--- src/rtl/mc_ctrl_pkg.sv ---
// mc_ctrl_pkg: shared encodings for the multi-cycle control unit.
//   - state_e        : 4-bit controller state encoding
//   - SRCB_* / PC_*  : ALUSrcB and PCSource selector values
//   - ALUOp_*        : 5-bit ALU operation codes
//   - OP_* / FN_*    : instruction opcode and R-type funct fields
package mc_ctrl_pkg;

    typedef enum logic [3:0] {
        S_FETCH  = 4'd0,
        S_DECODE = 4'd1,
        S_MEMADR = 4'd2,
        S_MEMRD  = 4'd3,
        S_MEMWB  = 4'd4,
        S_MEMWR  = 4'd5,
        S_EXEC   = 4'd6,
        S_RTWB   = 4'd7,
        S_IEXEC  = 4'd8,
        S_IWB    = 4'd9,
        S_BRANCH = 4'd10,
        S_JUMP   = 4'd11
    } state_e;

    // ALU B-operand select
    localparam logic [1:0] SRCB_RT      = 2'd0;
    localparam logic [1:0] SRCB_FOUR    = 2'd1;
    localparam logic [1:0] SRCB_IMM     = 2'd2;
    localparam logic [1:0] SRCB_IMM_SL2 = 2'd3;

    // PC source select
    localparam logic [1:0] PC_ALU    = 2'd0;
    localparam logic [1:0] PC_ALUOUT = 2'd1;
    localparam logic [1:0] PC_JUMP   = 2'd2;

    // ALU operation codes
    localparam logic [4:0] ALUOp_NOP  = 5'd0;
    localparam logic [4:0] ALUOp_ADD  = 5'd1;
    localparam logic [4:0] ALUOp_SUB  = 5'd2;
    localparam logic [4:0] ALUOp_ADDU = 5'd3;
    localparam logic [4:0] ALUOp_SUBU = 5'd4;
    localparam logic [4:0] ALUOp_AND  = 5'd5;
    localparam logic [4:0] ALUOp_OR   = 5'd6;
    localparam logic [4:0] ALUOp_SLT  = 5'd7;

    // Opcodes
    localparam logic [5:0] OP_RTYPE = 6'h00;
    localparam logic [5:0] OP_J     = 6'h02;
    localparam logic [5:0] OP_BEQ   = 6'h04;
    localparam logic [5:0] OP_ADDI  = 6'h08;
    localparam logic [5:0] OP_ORI   = 6'h0D;
    localparam logic [5:0] OP_LW    = 6'h23;
    localparam logic [5:0] OP_SW    = 6'h2B;

    // R-type funct codes
    localparam logic [5:0] FN_ADD  = 6'h20;
    localparam logic [5:0] FN_ADDU = 6'h21;
    localparam logic [5:0] FN_SUB  = 6'h22;
    localparam logic [5:0] FN_SUBU = 6'h23;
    localparam logic [5:0] FN_AND  = 6'h24;
    localparam logic [5:0] FN_OR   = 6'h25;
    localparam logic [5:0] FN_SLT  = 6'h2A;

endpackage

--- src/rtl/mc_ctrl_alu_dec.sv ---
// alu_dec: combinational R-type Funct -> ALUOp map.
//   i_funct   : instruction[5:0]
//   o_aluop   : ALU operation for the funct (NOP when unknown)
//   o_illegal : funct is not a supported R-type operation
module alu_dec
    import mc_ctrl_pkg::*;
(
    input  logic [5:0] i_funct,
    output logic [4:0] o_aluop,
    output logic       o_illegal
);

    always_comb begin
        o_aluop   = ALUOp_NOP;
        o_illegal = 1'b0;
        case (i_funct)
            FN_ADD:  o_aluop = ALUOp_ADD;
            FN_ADDU: o_aluop = ALUOp_ADDU;
            FN_SUB:  o_aluop = ALUOp_SUB;
            FN_SUBU: o_aluop = ALUOp_SUBU;
            FN_AND:  o_aluop = ALUOp_AND;
            FN_OR:   o_aluop = ALUOp_OR;
            FN_SLT:  o_aluop = ALUOp_SLT;
            default: o_illegal = 1'b1;
        endcase
    end

endmodule

--- src/rtl/mc_ctrl.sv ---
// mc_ctrl: multi-cycle CPU control unit. Sequences each instruction through
// FETCH/DECODE/execute/memory/writeback states and drives datapath enables.
//   clk, rst           : clock, synchronous active-high reset
//   Op, Funct          : instruction[31:26], instruction[5:0]
//   Zero               : ALU equality flag, used only in BRANCH
//   MemReady           : memory completes the current access this cycle
//   PCWrite..PCSource  : datapath enables and mux selects
//   ALUOp              : ALU operation code
//   Illegal            : one-cycle pulse in DECODE on an undecodable instruction
//   InstrCount         : retired instruction count (wraps)
//   o_dbg_state        : current FSM state
//
// Memory handshake: the controller holds MemRead/MemWrite and the address
// select stable while waiting; an access completes in the cycle MemReady is
// high, and only then does the state advance (and IR/PC load in FETCH).
module mc_ctrl
    import mc_ctrl_pkg::*;
(
    input  logic        clk,
    input  logic        rst,
    input  logic [5:0]  Op,
    input  logic [5:0]  Funct,
    input  logic        Zero,
    input  logic        MemReady,
    output logic        PCWrite,
    output logic        IRWrite,
    output logic        IorD,
    output logic        MemRead,
    output logic        MemWrite,
    output logic        RegWrite,
    output logic        RegDst,
    output logic        MemtoReg,
    output logic        ALUSrcA,
    output logic [1:0]  ALUSrcB,
    output logic        EXTOp,
    output logic [1:0]  PCSource,
    output logic [4:0]  ALUOp,
    output logic        Illegal,
    output logic [31:0] InstrCount,
    output state_e      o_dbg_state
);

    state_e      r_state;
    state_e      w_next_state;
    logic [31:0] r_instr_count;
    logic [4:0]  w_dec_aluop;
    logic        w_dec_illegal;
    logic        w_retire;
    logic        w_pc_write, w_ir_write, w_mem_read, w_mem_write;
    logic        w_reg_write, w_illegal;

    alu_dec u_alu_dec (
        .i_funct   (Funct),
        .o_aluop   (w_dec_aluop),
        .o_illegal (w_dec_illegal)
    );

    always_ff @(posedge clk) begin
        if (rst) begin
            r_state       <= S_FETCH;
            r_instr_count <= 32'd0;
        end else begin
            r_state <= w_next_state;
            if (w_retire)
                r_instr_count <= r_instr_count + 32'd1;
        end
    end

    always_comb begin
        w_next_state = r_state;
        w_retire     = 1'b0;
        w_pc_write   = 1'b0;
        w_ir_write   = 1'b0;
        w_mem_read   = 1'b0;
        w_mem_write  = 1'b0;
        w_reg_write  = 1'b0;
        w_illegal    = 1'b0;
        IorD         = 1'b0;
        RegDst       = 1'b0;
        MemtoReg     = 1'b0;
        ALUSrcA      = 1'b0;
        ALUSrcB      = SRCB_RT;
        EXTOp        = 1'b0;
        PCSource     = PC_ALU;
        ALUOp        = ALUOp_NOP;
        case (r_state)
            S_FETCH: begin
                w_mem_read = 1'b1;
                ALUSrcB    = SRCB_FOUR;
                ALUOp      = ALUOp_ADDU;
                if (MemReady) begin
                    w_ir_write   = 1'b1;
                    w_pc_write   = 1'b1;
                    w_next_state = S_DECODE;
                end
            end
            S_DECODE: begin
                // Branch target PC+4 + (imm << 2) is computed here speculatively.
                ALUSrcB = SRCB_IMM_SL2;
                EXTOp   = 1'b1;
                ALUOp   = ALUOp_ADDU;
                case (Op)
                    OP_LW, OP_SW:   w_next_state = S_MEMADR;
                    OP_ADDI, OP_ORI: w_next_state = S_IEXEC;
                    OP_BEQ:         w_next_state = S_BRANCH;
                    OP_J:           w_next_state = S_JUMP;
                    OP_RTYPE: begin
                        if (w_dec_illegal) begin
                            w_illegal    = 1'b1;
                            w_next_state = S_FETCH;
                        end else begin
                            w_next_state = S_EXEC;
                        end
                    end
                    default: begin
                        w_illegal    = 1'b1;
                        w_next_state = S_FETCH;
                    end
                endcase
            end
            S_MEMADR: begin
                ALUSrcA      = 1'b1;
                ALUSrcB      = SRCB_IMM;
                EXTOp        = 1'b1;
                ALUOp        = ALUOp_ADDU;
                w_next_state = (Op == OP_LW) ? S_MEMRD : S_MEMWR;
            end
            S_MEMRD: begin
                IorD       = 1'b1;
                w_mem_read = 1'b1;
                if (MemReady)
                    w_next_state = S_MEMWB;
            end
            S_MEMWB: begin
                w_reg_write  = 1'b1;
                MemtoReg     = 1'b1;
                w_retire     = 1'b1;
                w_next_state = S_FETCH;
            end
            S_MEMWR: begin
                IorD        = 1'b1;
                w_mem_write = 1'b1;
                if (MemReady) begin
                    w_retire     = 1'b1;
                    w_next_state = S_FETCH;
                end
            end
            S_EXEC: begin
                ALUSrcA      = 1'b1;
                ALUOp        = w_dec_aluop;
                w_next_state = S_RTWB;
            end
            S_RTWB: begin
                w_reg_write  = 1'b1;
                RegDst       = 1'b1;
                w_retire     = 1'b1;
                w_next_state = S_FETCH;
            end
            S_IEXEC: begin
                ALUSrcA = 1'b1;
                ALUSrcB = SRCB_IMM;
                if (Op == OP_ORI) begin
                    EXTOp = 1'b0;
                    ALUOp = ALUOp_OR;
                end else begin
                    EXTOp = 1'b1;
                    ALUOp = ALUOp_ADD;
                end
                w_next_state = S_IWB;
            end
            S_IWB: begin
                w_reg_write  = 1'b1;
                w_retire     = 1'b1;
                w_next_state = S_FETCH;
            end
            S_BRANCH: begin
                ALUSrcA      = 1'b1;
                ALUOp        = ALUOp_SUB;
                PCSource     = PC_ALUOUT;
                w_pc_write   = Zero;
                w_retire     = 1'b1;
                w_next_state = S_FETCH;
            end
            S_JUMP: begin
                PCSource     = PC_JUMP;
                w_pc_write   = 1'b1;
                w_retire     = 1'b1;
                w_next_state = S_FETCH;
            end
            default: w_next_state = S_FETCH;
        endcase
    end

    // Side-effecting strobes are suppressed during reset so an abandoned
    // instruction cannot write the PC, IR, memory or register file.
    assign PCWrite  = w_pc_write  & ~rst;
    assign IRWrite  = w_ir_write  & ~rst;
    assign MemRead  = w_mem_read  & ~rst;
    assign MemWrite = w_mem_write & ~rst;
    assign RegWrite = w_reg_write & ~rst;
    assign Illegal  = w_illegal   & ~rst;

    assign InstrCount  = r_instr_count;
    assign o_dbg_state = r_state;

endmodule

--- config.mk ---
export PLATFORM = sky130hd
export DESIGN_NAME = mc_ctrl
export DESIGN_NICKNAME = d
export VERILOG_FILES = /design/src/rtl/mc_ctrl_pkg.sv /design/src/rtl/mc_ctrl_alu_dec.sv /design/src/rtl/mc_ctrl.sv
export SDC_FILE = /design/constraint.sdc
export NUM_CORES = 1
export LEC_CHECK = 0
export ABC_CLOCK_PERIOD_IN_PS = 6030
export CORE_ASPECT_RATIO = 0.75
export CORE_MARGIN = 3
export CORE_UTILIZATION = 30
export DETAILED_ROUTE_END_ITERATION = 6
export PLACE_DENSITY = 0.55
export SKIP_LAST_GASP = 1
export SYNTH_ARGS = -nofsm -noshare
export SYNTH_HDL_FRONTEND = slang
export SYNTH_SLANG_ARGS = --single-unit
--- constraint.sdc ---
create_clock -name clk -period 6.03 [get_ports clk]
set_input_delay 1.206 -clock clk [delete_from_list [all_inputs] [get_ports clk]]
set_output_delay 1.206 -clock clk [all_outputs]
set_load 0.02 [all_outputs]
# Yosys cells after proc, flatten, opt, wreduce, memory -nomap -nowiden
# Cells that the tools add are included.
# word_totals
reg_bits,36
latch_bits,0
ram_bits,0
romBits,0
input_bits,16
out_inout_bits,56
word_cells,80
mem_count,0
# op_classes
n_addsub,1
mul,0
n_div,0
magnitude_cmp,0
eq_ne,27
shift,0
n_mux,28
bitwise,7
reduce_logical,15
# ops
cell,n
$eq 6x6->1 const B,9
$add 32x1->32 const B,1
$pmux 4 s7,1
$pmux 3 s7,1
$pmux 4 s5,1
$pmux 5 s4,1
$eq 4x3->1 const B,4
$eq 4x4->1 const B,4
$eq 6x4->1 const B,2
$mux 1,12
$mux 4,3
$reduce_or 2->1,6
$mux 3,3
$eq 4x2->1 const B,2
$reduce_or 7->1,1
$and 1x1->1,6
$eq 6x2->1 const B,1
$eq 6x3->1 const B,1
$logic_not 6->1,1
$ne 2x2->1 const B,3
$pmux 1 s2,3
$pmux 2 s3,1
$reduce_or 3->1,2
$reduce_or 6->1,1
other kinds (8),8

# Depth between registers and ports, before layout
# Gate-level depths: netlist of the first run.
# logic_depth
depth_word,6
mapped_depth,7
mapped_depth_nobuf,5

# Modules after synthesis
# From an unflattened synthesis of the first run, not the netlist that was laid out.
# hier_totals
hier_cells,316
hier_area_um2,2468.6
# by_module_without_submodules
module,n_inst,cells_each,area_per_inst_um2,seq_area_each_um2
mc_ctrl,1,299,2357.3,720.7
alu_dec,1,17,111.4,0.0

# Worst setup path before layout of the first run
# OpenSTA, ideal clock, no wires.
# synth_timing
path_type,input port to output port
start,input port rst
end,output port MemRead
t_arrival_ps,2461
required_time_ps,4824
path_slack_ps,2363
path_stages,4
path_buffers,3
path_cell_list,clkbuf_1 > clkbuf_1 > clkbuf_1 > nor4_1
# synth_between
elab_chain_cells,2
# synth_rtl
element,line,rtl
from (decl),mc_ctrl.sv:20,"input logic rst,"
$not 1->1,mc_ctrl.sv:198,assign MemRead = w_mem_read & ~rst;
$and 1x1->1,mc_ctrl.sv:198,
to (decl),mc_ctrl.sv:28,"output logic MemRead,"
# No other way between the ends.

# Worst setup path in the final report of the first run
# layout_timing
start,input port Op[5]
end,output port Illegal
# layout_between
elab_chain_cells,5
word_cells_on_any_way,11
classes_between,eq/ne: 6; mux: 2; bitwise: 1; reduce/logical: 2
# layout_rtl
element,line,rtl
from (decl),mc_ctrl.sv:21,"input logic [5:0] Op,"
"$eq 6x6->1, or another cell as far along",mc_ctrl.sv:102,case (Op)
$reduce_or 6->1 (no line),--,
$pmux 1 s2 *,mc_ctrl.sv:102,
$mux 1 *,mc_ctrl.sv:86,case (r_state)
$and 1x1->1 *,mc_ctrl.sv:201,assign Illegal = w_illegal & ~rst;
to (decl),mc_ctrl.sv:38,"output logic Illegal,"
# Every way passes the cells marked *; elsewhere a longest branch is shown, timed or not.

==> impl_metrics.csv, run 1 <==
group,metric,value,unit
global_routing,antenna_found_initial,0,
floorplan,die_y,85.6,µm
timing,max_freq,221,MHz
synthesis,ys.flop_type,"dfxtp_1",
finish,area_delta_synth_final,31.8,%
critical_path,crit_type,"in2out",
worst_hold_path,hold_path.class,"reg2reg",
clock_network,cts_resized,0,
timing,tightestPinTransition,1.02,ns
routing,drtAntennaViolNets,0,
clock_network,post_cts_buffers,0,
synthesis,netlist_area,2530,µm²
synthesis,synth_seq_cells,36,
global_routing,grt_max_degree,54,
timing,finalCritPeriodShare,74.9,%
synthesis,synthAdderAreaFrac,0.494,%
synthesis,avgSynthCellArea,7.87,µm²
run,maxCapViolations,0,
global_routing,grt_pass1_wl,12300,µm
floorplan,initial_core_util,31.5,%
timing,finClkSkew,0.00663,ns
clock_network,clock_latency,0.28,ns
finish,nNetsFinal,388,
synthesis,synthMuxAreaShare,4.39,%
clock_network,clkTransAtPathRegs,0.06,ns
finish,drive_gt1_share,4.57,%
synthesis,synth_edf_count,0,
floorplan,die_w,112,µm
routing,routed_wl,7400,µm
place,dpl.hpwl,5200,µm
global_routing,grt.total_usage,15.0,%
critical_path,required,4.82,ns
outcome,outcome,"finished, final reports clean",
critical_path,crit_arrival,3.31,ns
clock_network,cts_made_buffers,5,
routing,via_per_inst,5.64,
floorplan,fp-row-count,28,
clock_network,clk_root_buffer_cell,"clkbuf_16",
routing,avgRoutedWirePerCell,15.5,µm
synthesis,async_flop_share,0,%
timing,hold_viol,0,
floorplan,pin_count,72,
synthesis,synth-compound-area-share,22.7,%
global_routing,gr-total-overflow,0,
timing,setup_viol,0,
timing,rsz0062_at_grt,"false",
power_and_ir_drop,cellLeakagePower,1.08,nW
clock_network,clockBufferDepth,2,
synthesis,synth_top_family_by_area,"simple AND/OR/NAND/NOR gates",
synthesis,synth_cell_type_count,59,
place,io_buffer_count,69,
floorplan,core_area,8060,µm²
timing,finalSetupTns,0,ns
critical_path,critical_path.max_fanout,7,
critical_path,end_kind,"primary output",
synthesis,synthesis.instances,322,
clock_network,clkSinkCount,36,
clock_network,postCtsHoldBufs,0,
synthesis,yosys_warnings,0,
synthesis,ys_seq_area_share,28.4,%
critical_path,worstSetupStartpointType,"input port",
finish,post-route-cell-area,3340,µm²
power_and_ir_drop,ir_drop,0.0000927,V
finish,diodes,0,
routing,vias,2689,
routing,first_iter_violations,147,
synthesis,synth-simple-area-share,34.9,%
place,dpl-instance-area,3200,µm²
synthesis,synth-xor-area-share,1.38,%
clock_network,h-tree-depth,2,
timing,finalCriticalPeriod,4.52,ns
power_and_ir_drop,power_density,170,nW/µm²
clock_network,cts_tree,"done",
floorplan,fp.dieArea,9600,µm²
global_routing,grt_pass1_vias,2488,
timing,slew_headroom,32.0,%
place,gp_congestion,0.778,
routing,drc,0,
routing,dr.pass1.iters,4,
timing,timing_max_transition_violations_final,0,
-- stage by stage --
| step | power [mW] | hold WS [ns] | utilization (%) | std cells | worst slack (ns) |
|---|---|---|---|---|---|
| 3_5_place_dp | 0.319 | 0.489 | 39.7 | 469 | 1.52 |
| 3_3_place_gp | 0.318 | 0.482 | 39.7 | 469 | 1.56 |
| 5_1_grt | 0.593 | 0.521 | 41.5 | 477 | 1.35 |
| 2_1_floorplan | 0.290 | 0.559 | - | 323 | 2.36 |
| 4_1_cts | 0.575 | 0.498 | 41.5 | 477 | 1.52 |
| 6_report | 0.567 | 0.499 | 41.5 | 477 | 1.51 |
-- power breakdown --
group          switching [mW]  total (mW)  internal (mW)
registers             0.00523       0.244          0.239
logic                  0.0377      0.0696         0.0319
clock network           0.101       0.254          0.152
-- metal layers --
metal  vias to the layer above  GRT usage [%]  share of wire [%]
met5                         -              0                  0
li1                       1335              -                  -
met3                         5           3.17                4.8
met2                        68           22.6                 44
met1                      1281           22.4                 51
met4                         0           2.40               0.45
-- cells in the final DEF (no fill, tap or decap), drive strengths merged, types with 2 or more instances in the layout --
| cell type | instances |
|---|---|
| xor2 | 3 |
| or3 | 8 |
| and3 | 6 |
| nor2 | 21 |
| and4 | 8 |
| o21a | 2 |
| nor4 | 12 |
| nand4 | 13 |
| clkbuf | 5 |
| nand2 | 12 |
| conb | 2 |
| a311oi | 2 |
| nor3 | 8 |
| nor2b | 12 |
| and2 | 3 |
| nand3 | 12 |
| buf | 2 |
| inv | 7 |
| mux2 | 9 |
| o21ai | 15 |
| nor3b | 3 |
| dfxtp | 36 |
| o21bai | 2 |
| o31ai | 16 |
| a31oi | 3 |
| a21oi | 26 |
| or4 | 15 |
| a211o | 2 |
| or2 | 2 |
| a211oi | 3 |
| clkinv | 3 |
| nand2b | 9 |
| clkdlybuf4s50 | 68 |
-- worst max-delay path: stages --
cell	delay (ns)
clkdlybuf4s50_1	0.52
nor2_1	0.21
nor4b_1	0.50
and3_1	0.27
a211oi_1	0.06
clkdlybuf4s50_1	0.55
-- cells by family after synthesis --
group                    Yosys count
AND/OR/NAND/NOR                  149
AO/OA/AOI/OAI                     85
flip-flops                        36
buffers and inverters             36
multiplexers                      10
XOR/XNOR                           4
adder cells (fa/ha/maj)            1
other                              1
-- synthesized netlist by cell type, types with 3 or more instances --
cell	count	area share [%]
a21oi_1	26	5.1
inv_1	7	1.0
nand2_1	12	1.8
o21ai_0	14	2.8
nor3b_1	3	0.89
nor3_1	8	1.6
xor2_1	3	1.0
nor2b_1	12	3.0
or4_1	15	4.4
or3_1	8	2.0
nand4_1	13	3.2
dfxtp_1	36	28
a211oi_1	3	0.89
and2_1	3	0.74
o31ai_1	16	4.7
a31oi_1	3	0.74
nor2_1	21	3.1
nand2b_1	9	2.2
and3_1	6	1.5
nand3_1	11	2.2
buf_6	6	2.7
mux2_1	9	4.0
nor4_1	12	3.0
and4_1	8	2.8
clkbuf_1	17	2.5
-- cell type report --
class	instances	area [µm²]
inverter	7	26.3
clock buffer	5	125
timing repair buffer	70	693
tap	105	131
clock inverter	3	18.8
multi-input combinational	251	1630
sequential	36	721
fill	857	4720
-- state kept, by name, indices dropped and copies added (netlist names) --
| signal | cells |
|---|---|
| o_dbg_state | 4 |
| InstrCount | 32 |
-- final timing paths --
kind / cells after the start / end / slack, ns / startpoint
max reg2reg: 5 / InstrCount[30] / 3.06 / o_dbg_state[0]
min reg2reg: 2 / InstrCount[9] / 0.50 / InstrCount[9]
min: 2 / InstrCount[9] / 0.50 / InstrCount[9]
max: 6 / Illegal / 1.51 / Op[5]
Power figures use the tool's default switching activity.
==> run 2: changes to the inputs <==
--- a/config.mk
+++ b/config.mk
@@ -5,12 +5,12 @@
 export SDC_FILE = /design/constraint.sdc
 export NUM_CORES = 1
 export LEC_CHECK = 0
-export ABC_CLOCK_PERIOD_IN_PS = 6030
+export ABC_CLOCK_PERIOD_IN_PS = 4100
 export CORE_ASPECT_RATIO = 0.75
 export CORE_MARGIN = 3
 export CORE_UTILIZATION = 30
 export DETAILED_ROUTE_END_ITERATION = 6
-export PLACE_DENSITY = 0.55
+export PLACE_DENSITY = 0.57
 export SKIP_LAST_GASP = 1
 export SYNTH_ARGS = -nofsm -noshare
 export SYNTH_HDL_FRONTEND = slang
==> constraint.sdc (replaced) <==
create_clock -name clk -period 4.1 [get_ports clk]
set_input_delay 0.82 -clock clk [delete_from_list [all_inputs] [get_ports clk]]
set_output_delay 0.82 -clock clk [all_outputs]
set_load 0.02 [all_outputs]
==> run 2 against run 1 <==
  * Die area did not move
  * Combinational power is 61% higher
  * First-iteration DRC count rose by 22%
  * Total power is 50% higher
  * Via count increased by 0.19%
  * Sequential share of layout area decreased by 0.23 points
  * Final cell count rose by 0.84%
  * Sequential power increased by 45%
==> impl_metrics.csv, run 2 (same netlist as run 1, synthesis figures left out) <==
group,metric,value,unit
timing,timing_max_transition_violations_final,0,
global_routing,gr-total-overflow,0,
finish,multi_input_area,1630,µm²
finish,final_cell_mix,"clkdlybuf4s50_1, dfxtp_1, a21oi_1",
global_routing,antenna_found_initial,0,
floorplan,fp-row-count,28,
clock_network,clock_latency,0.28,ns
routing,routed_wl,7220,µm
routing,drtAntennaViolNets,0,
finish,regArea,721,µm²
finish,fin_util,41.9,%
critical_path,required,3.28,ns
power_and_ir_drop,cellLeakagePower,1.10,nW
place,dpl-instance-area,3230,µm²
global_routing,grt_pass1_wl,12000,µm
clock_network,post_cts_buffers,0,
timing,finClkSkew,0.00284,ns
timing,tightestPinTransition,0.645,ns
finish,nFillCells,842,
clock_network,clk_root_buffer_cell,"clkbuf_16",
routing,first_iter_violations,179,
timing,max_freq,276,MHz
clock_network,cts_made_buffers,5,
worst_hold_path,min_path_cells,2,
finish,drive_gt1_share,5.32,%
critical_path,worstSetupStartpointType,"input port",
floorplan,initial_core_util,31.5,%
timing,finalCriticalPeriod,3.62,ns
clock_network,clkTransAtPathRegs,0.06,ns
timing,hold_viol,0,
routing,via_per_inst,5.60,
global_routing,grt.total_usage,14.7,%
routing,vias,2694,
finish,area_delta_synth_final,33.3,%
floorplan,core_area,8060,µm²
clock_network,postCtsHoldBufs,0,
clock_network,clockBufferDepth,2,
floorplan,die_y,85.6,µm
critical_path,critical_path.max_fanout,6,
critical_path,ff2ff_path_depth,5,
clock_network,clkSinkCount,36,
finish,nNetsFinal,392,
timing,finalSetupTns,0,ns
timing,finalCritPeriodShare,88.2,%
global_routing,grt_max_degree,38,
timing,setup_viol,0,
power_and_ir_drop,ir_drop,0.000143,V
run,maxCapViolations,0,
outcome,outcome,"finished, final reports clean",
critical_path,crit_type,"in2out",
critical_path,slowest_delay,0.63,ns
finish,post-route-cell-area,3380,µm²
critical_path,timing.critical_path.mode_cell,"clkdlybuf4s50_1",
timing,rsz0062_at_grt,"false",
routing,drc,0,
place,dpl.hpwl,5230,µm
floorplan,pin_count,72,
floorplan,die_w,112,µm
timing,slew_headroom,57.0,%
worst_hold_path,hold_path.class,"reg2reg",
clock_network,h-tree-depth,2,
place,gp_congestion,0.837,
finish,layout_commonest_cell,"clkdlybuf4s50_1",
place,io_buffer_count,69,
clock_network,cts_tree,"done",
routing,avgRoutedWirePerCell,15.0,µm
critical_path,crit_arrival,2.80,ns
routing,dr.pass1.iters,4,
finish,diodes,0,
power_and_ir_drop,power_density,253,nW/µm²
finish,largest_register_ffs,32,
critical_path,end_kind,"primary output",
critical_path,cp_slowest_cell,"clkdlybuf4s50_1",
critical_path,crit_chain,"clkdlybuf4s50_1 > inv_1 > or3_1 > nor3_1 > o21bai_1 > clkdlybuf4s50_1",
global_routing,grt_pass1_vias,2397,
clock_network,cts_resized,0,
floorplan,fp.dieArea,9600,µm²
==> run 2: worst max-delay path, delay by kind of cell <==
family	cells	cell delay, ns
simple gates	2	0.51
buf+inv	3	1.32
compound gates	1	0.15
==> run 2: power by group <==
part | switching, mW | internal, mW
clock | 0.147 | 0.242
sequential | 0.00158 | 0.351
combinational | 0.0624 | 0.0494
==> run 2: routing by layer <==
metal | global-route usage (%) | wire [µm]
met5 | 0 | 0
met4 | 3.17 | 28
met3 | 2.96 | 342
met2 | 22.7 | 3280
met1 | 21.3 | 3570
==> run 2: worst paths after layout <==
check / start / end / slack (ns)
setup reg to reg: o_dbg_state[1] / InstrCount[1] / 1.71
hold reg to reg: InstrCount[9] / InstrCount[9] / 0.49
hold / removal: InstrCount[9] / InstrCount[9] / 0.49
setup / recovery: MemReady / PCWrite / 0.48
==> run 2: metrics by stage <==
step / hold WS [ns] / cells / worst slack, ns / power [mW]
4_1_cts: 0.496 / 481 / 0.491 / 0.863
5_1_grt: 0.516 / 481 / 0.365 / 0.882
3_3_place_gp: 0.476 / 473 / 0.517 / 0.471
2_1_floorplan: 0.559 / 323 / 1.21 / 0.426
3_5_place_dp: 0.487 / 473 / 0.490 / 0.471
6_report: 0.491 / 481 / 0.483 / 0.854
==> run 2: cell type report <==
cell class | instances | share of cell area, %
timing repair buffer | 74 | 21.4
multi-input combinational | 251 | 48.1
inverter | 7 | 0.778
sequential | 36 | 21.3
clock inverter | 1 | 0.222
tap | 105 | 3.89
clock buffer | 7 | 4.22
==> run 3: changes to the inputs <==
--- a/config.mk
+++ b/config.mk
@@ -5,10 +5,11 @@
 export SDC_FILE = /design/constraint.sdc
 export NUM_CORES = 1
 export LEC_CHECK = 0
-export ABC_CLOCK_PERIOD_IN_PS = 4100
+export ABC_AREA = 0
 export CORE_ASPECT_RATIO = 0.75
 export CORE_MARGIN = 3
 export CORE_UTILIZATION = 30
+export CTS_BUF_LIST = sky130_fd_sc_hd__clkbuf_2 sky130_fd_sc_hd__clkbuf_4 sky130_fd_sc_hd__clkbuf_8
 export DETAILED_ROUTE_END_ITERATION = 6
 export PLACE_DENSITY = 0.57
 export SKIP_LAST_GASP = 1
==> run 3 against run 2 <==
  * Largest cell class unchanged
  * Cell area decreased by 1.6%
  * Global-route usage about the same
  * Non-clock buffer count unchanged
  * Total power down 13%
==> impl_metrics.csv, run 3 (same netlist as run 1, synthesis figures left out) <==
group,metric,value,unit
critical_path,r2r_slack,1.71,ns
floorplan,fp-row-count,28,
power_and_ir_drop,ir_drop,0.000112,V
timing,finalSetupTns,0,ns
critical_path,critPathLaunch,"Funct[1]",
clock_network,clk_root_buffer_cell,"clkbuf_8",
place,io_buffer_count,69,
finish,nNetsFinal,392,
routing,via_per_inst,5.58,
clock_network,cts_tree,"done",
timing,slew_headroom,56.7,%
clock_network,h-tree-depth,2,
timing,timing_max_transition_violations_final,0,
global_routing,grt_pass1_vias,2403,
clock_network,post_cts_buffers,0,
routing,dr.pass1.iters,4,
floorplan,core_area,8060,µm²
critical_path,crit_type,"in2out",
clock_network,postCtsHoldBufs,0,
power_and_ir_drop,power,0.741,mW
critical_path,crit_arrival,2.80,ns
clock_network,clock_latency,0.29,ns
timing,tightestPinTransition,0.649,ns
critical_path,end_kind,"primary output",
run,maxCapViolations,0,
floorplan,pin_count,72,
clock_network,clockBufferDepth,2,
clock_network,cts_made_buffers,5,
floorplan,die_y,85.6,µm
global_routing,grt_pass1_wl,12000,µm
finish,drive_gt1_share,5.59,%
critical_path,worstSetupStartpointType,"input port",
finish,area_delta_synth_final,31.2,%
routing,routed_wl,7240,µm
finish,diodes,0,
place,gp_congestion,0.837,
routing,vias,2685,
place,dpl.cell_count,473,
timing,rsz0062_at_grt,"false",
floorplan,fp.dieArea,9600,µm²
critical_path,r2r_start,"o_dbg_state[1]",
clock_network,clkTransAtPathRegs,0.08,ns
global_routing,gr-total-overflow,0,
outcome,outcome,"finished, final reports clean",
timing,finalCriticalPeriod,3.62,ns
floorplan,die_w,112,µm
power_and_ir_drop,cellLeakagePower,1.07,nW
timing,finalCritPeriodShare,88.2,%
global_routing,grt.total_usage,14.7,%
timing,max_freq,277,MHz
global_routing,grt_max_degree,38,
timing,setup_viol,0,
global_routing,antenna_found_initial,0,
place,dpl.hpwl,5230,µm
worst_hold_path,hold_path.class,"reg2reg",
timing,hold_ws,0.495,ns
timing,finClkSkew,0.00771,ns
clock_network,cts_resized,0,
routing,drc,0,
finish,largest_register_ffs,32,
clock_network,clkSinkCount,36,
finish,fin_util,41.3,%
timing,hold_viol,0,
routing,first_iter_violations,156,
critical_path,crit_path_end,"ALUOp[0]",
finish,final_cell_mix,"clkdlybuf4s50_1, dfxtp_1, a21oi_1",
critical_path,ff2ff_path_depth,5,
routing,drtAntennaViolNets,0,
power_and_ir_drop,power_density,223,nW/µm²
finish,layout_commonest_cell,"clkdlybuf4s50_1",
critical_path,critical_path.max_fanout,8,
critical_path,required,3.28,ns
floorplan,initial_core_util,31.5,%
routing,avgRoutedWirePerCell,15.1,µm
finish,instances_no_fill,481,
critical_path,rr_endpoint,"InstrCount[1]",
[run 3: worst min-delay path by stage]
stage	from	endpoint	slack [ns]	cells past startpoint
2_1_floorplan	InstrCount[17]	InstrCount[17]	0.56	2
3_3_place_gp	InstrCount[17]	InstrCount[17]	0.48	2
3_5_place_dp	InstrCount[9]	InstrCount[9]	0.49	2
4_1_cts	InstrCount[9]	InstrCount[9]	0.50	2
5_1_grt	InstrCount[17]	InstrCount[17]	0.52	2
6_report	InstrCount[17]	InstrCount[17]	0.49	2
[run 3: where the power goes]
| part | leakage (nW) | switching (mW) | total [mW] | internal [mW] |
|---|---|---|---|---|
| clock | 0.0479 | 0.133 | 0.277 | 0.143 |
| sequential | 0.290 | 0.00160 | 0.352 | 0.351 |
| combinational | 0.735 | 0.0627 | 0.112 | 0.0493 |
| total | 1.07 | 0.198 | 0.741 | 0.544 |
[run 3: per-stage QoR]
| stage | instance area (µm²) | worst slack, ns |
|---|---|---|
| after CTS | 3330 | 0.491 |
| after global routing | 3330 | 0.365 |
| after floorplan | 2540 | 1.21 |
| after detailed placement | 3230 | 0.490 |
| final | 3330 | 0.483 |
| after global placement | 3230 | 0.517 |
[run 3: area by class of cell]
cell class | count | area [µm²]
Clock buffer | 7 | 90.1
Clock inverter | 1 | 7.51
Fill cell | 850 | 4730
Inverter | 7 | 26.3
Multi-Input combinational cell | 251 | 1630
Sequential cell | 36 | 721
Tap cell | 105 | 131
Timing Repair Buffer | 74 | 723
[run 3: worst max-delay path, stage by stage]
cell,delay [ns]
clkdlybuf4s50_1,0.60
nand2b_1,0.10
a221oi_1,0.24
buf_4,0.18
nand2_1,0.06
o21ai_0,0.17
clkdlybuf4s50_1,0.62
[run 3: layer usage]
| layer | track usage, % | share of wire [%] | vias to the layer above |
|---|---|---|---|
| li1 | - | - | 1331 |
| met1 | 21.3 | 50 | 1290 |
| met2 | 22.9 | 46 | 62 |
| met3 | 3.17 | 4.2 | 2 |
| met4 | 2.51 | 0.19 | 0 |
| met5 | 0 | 0 | - |
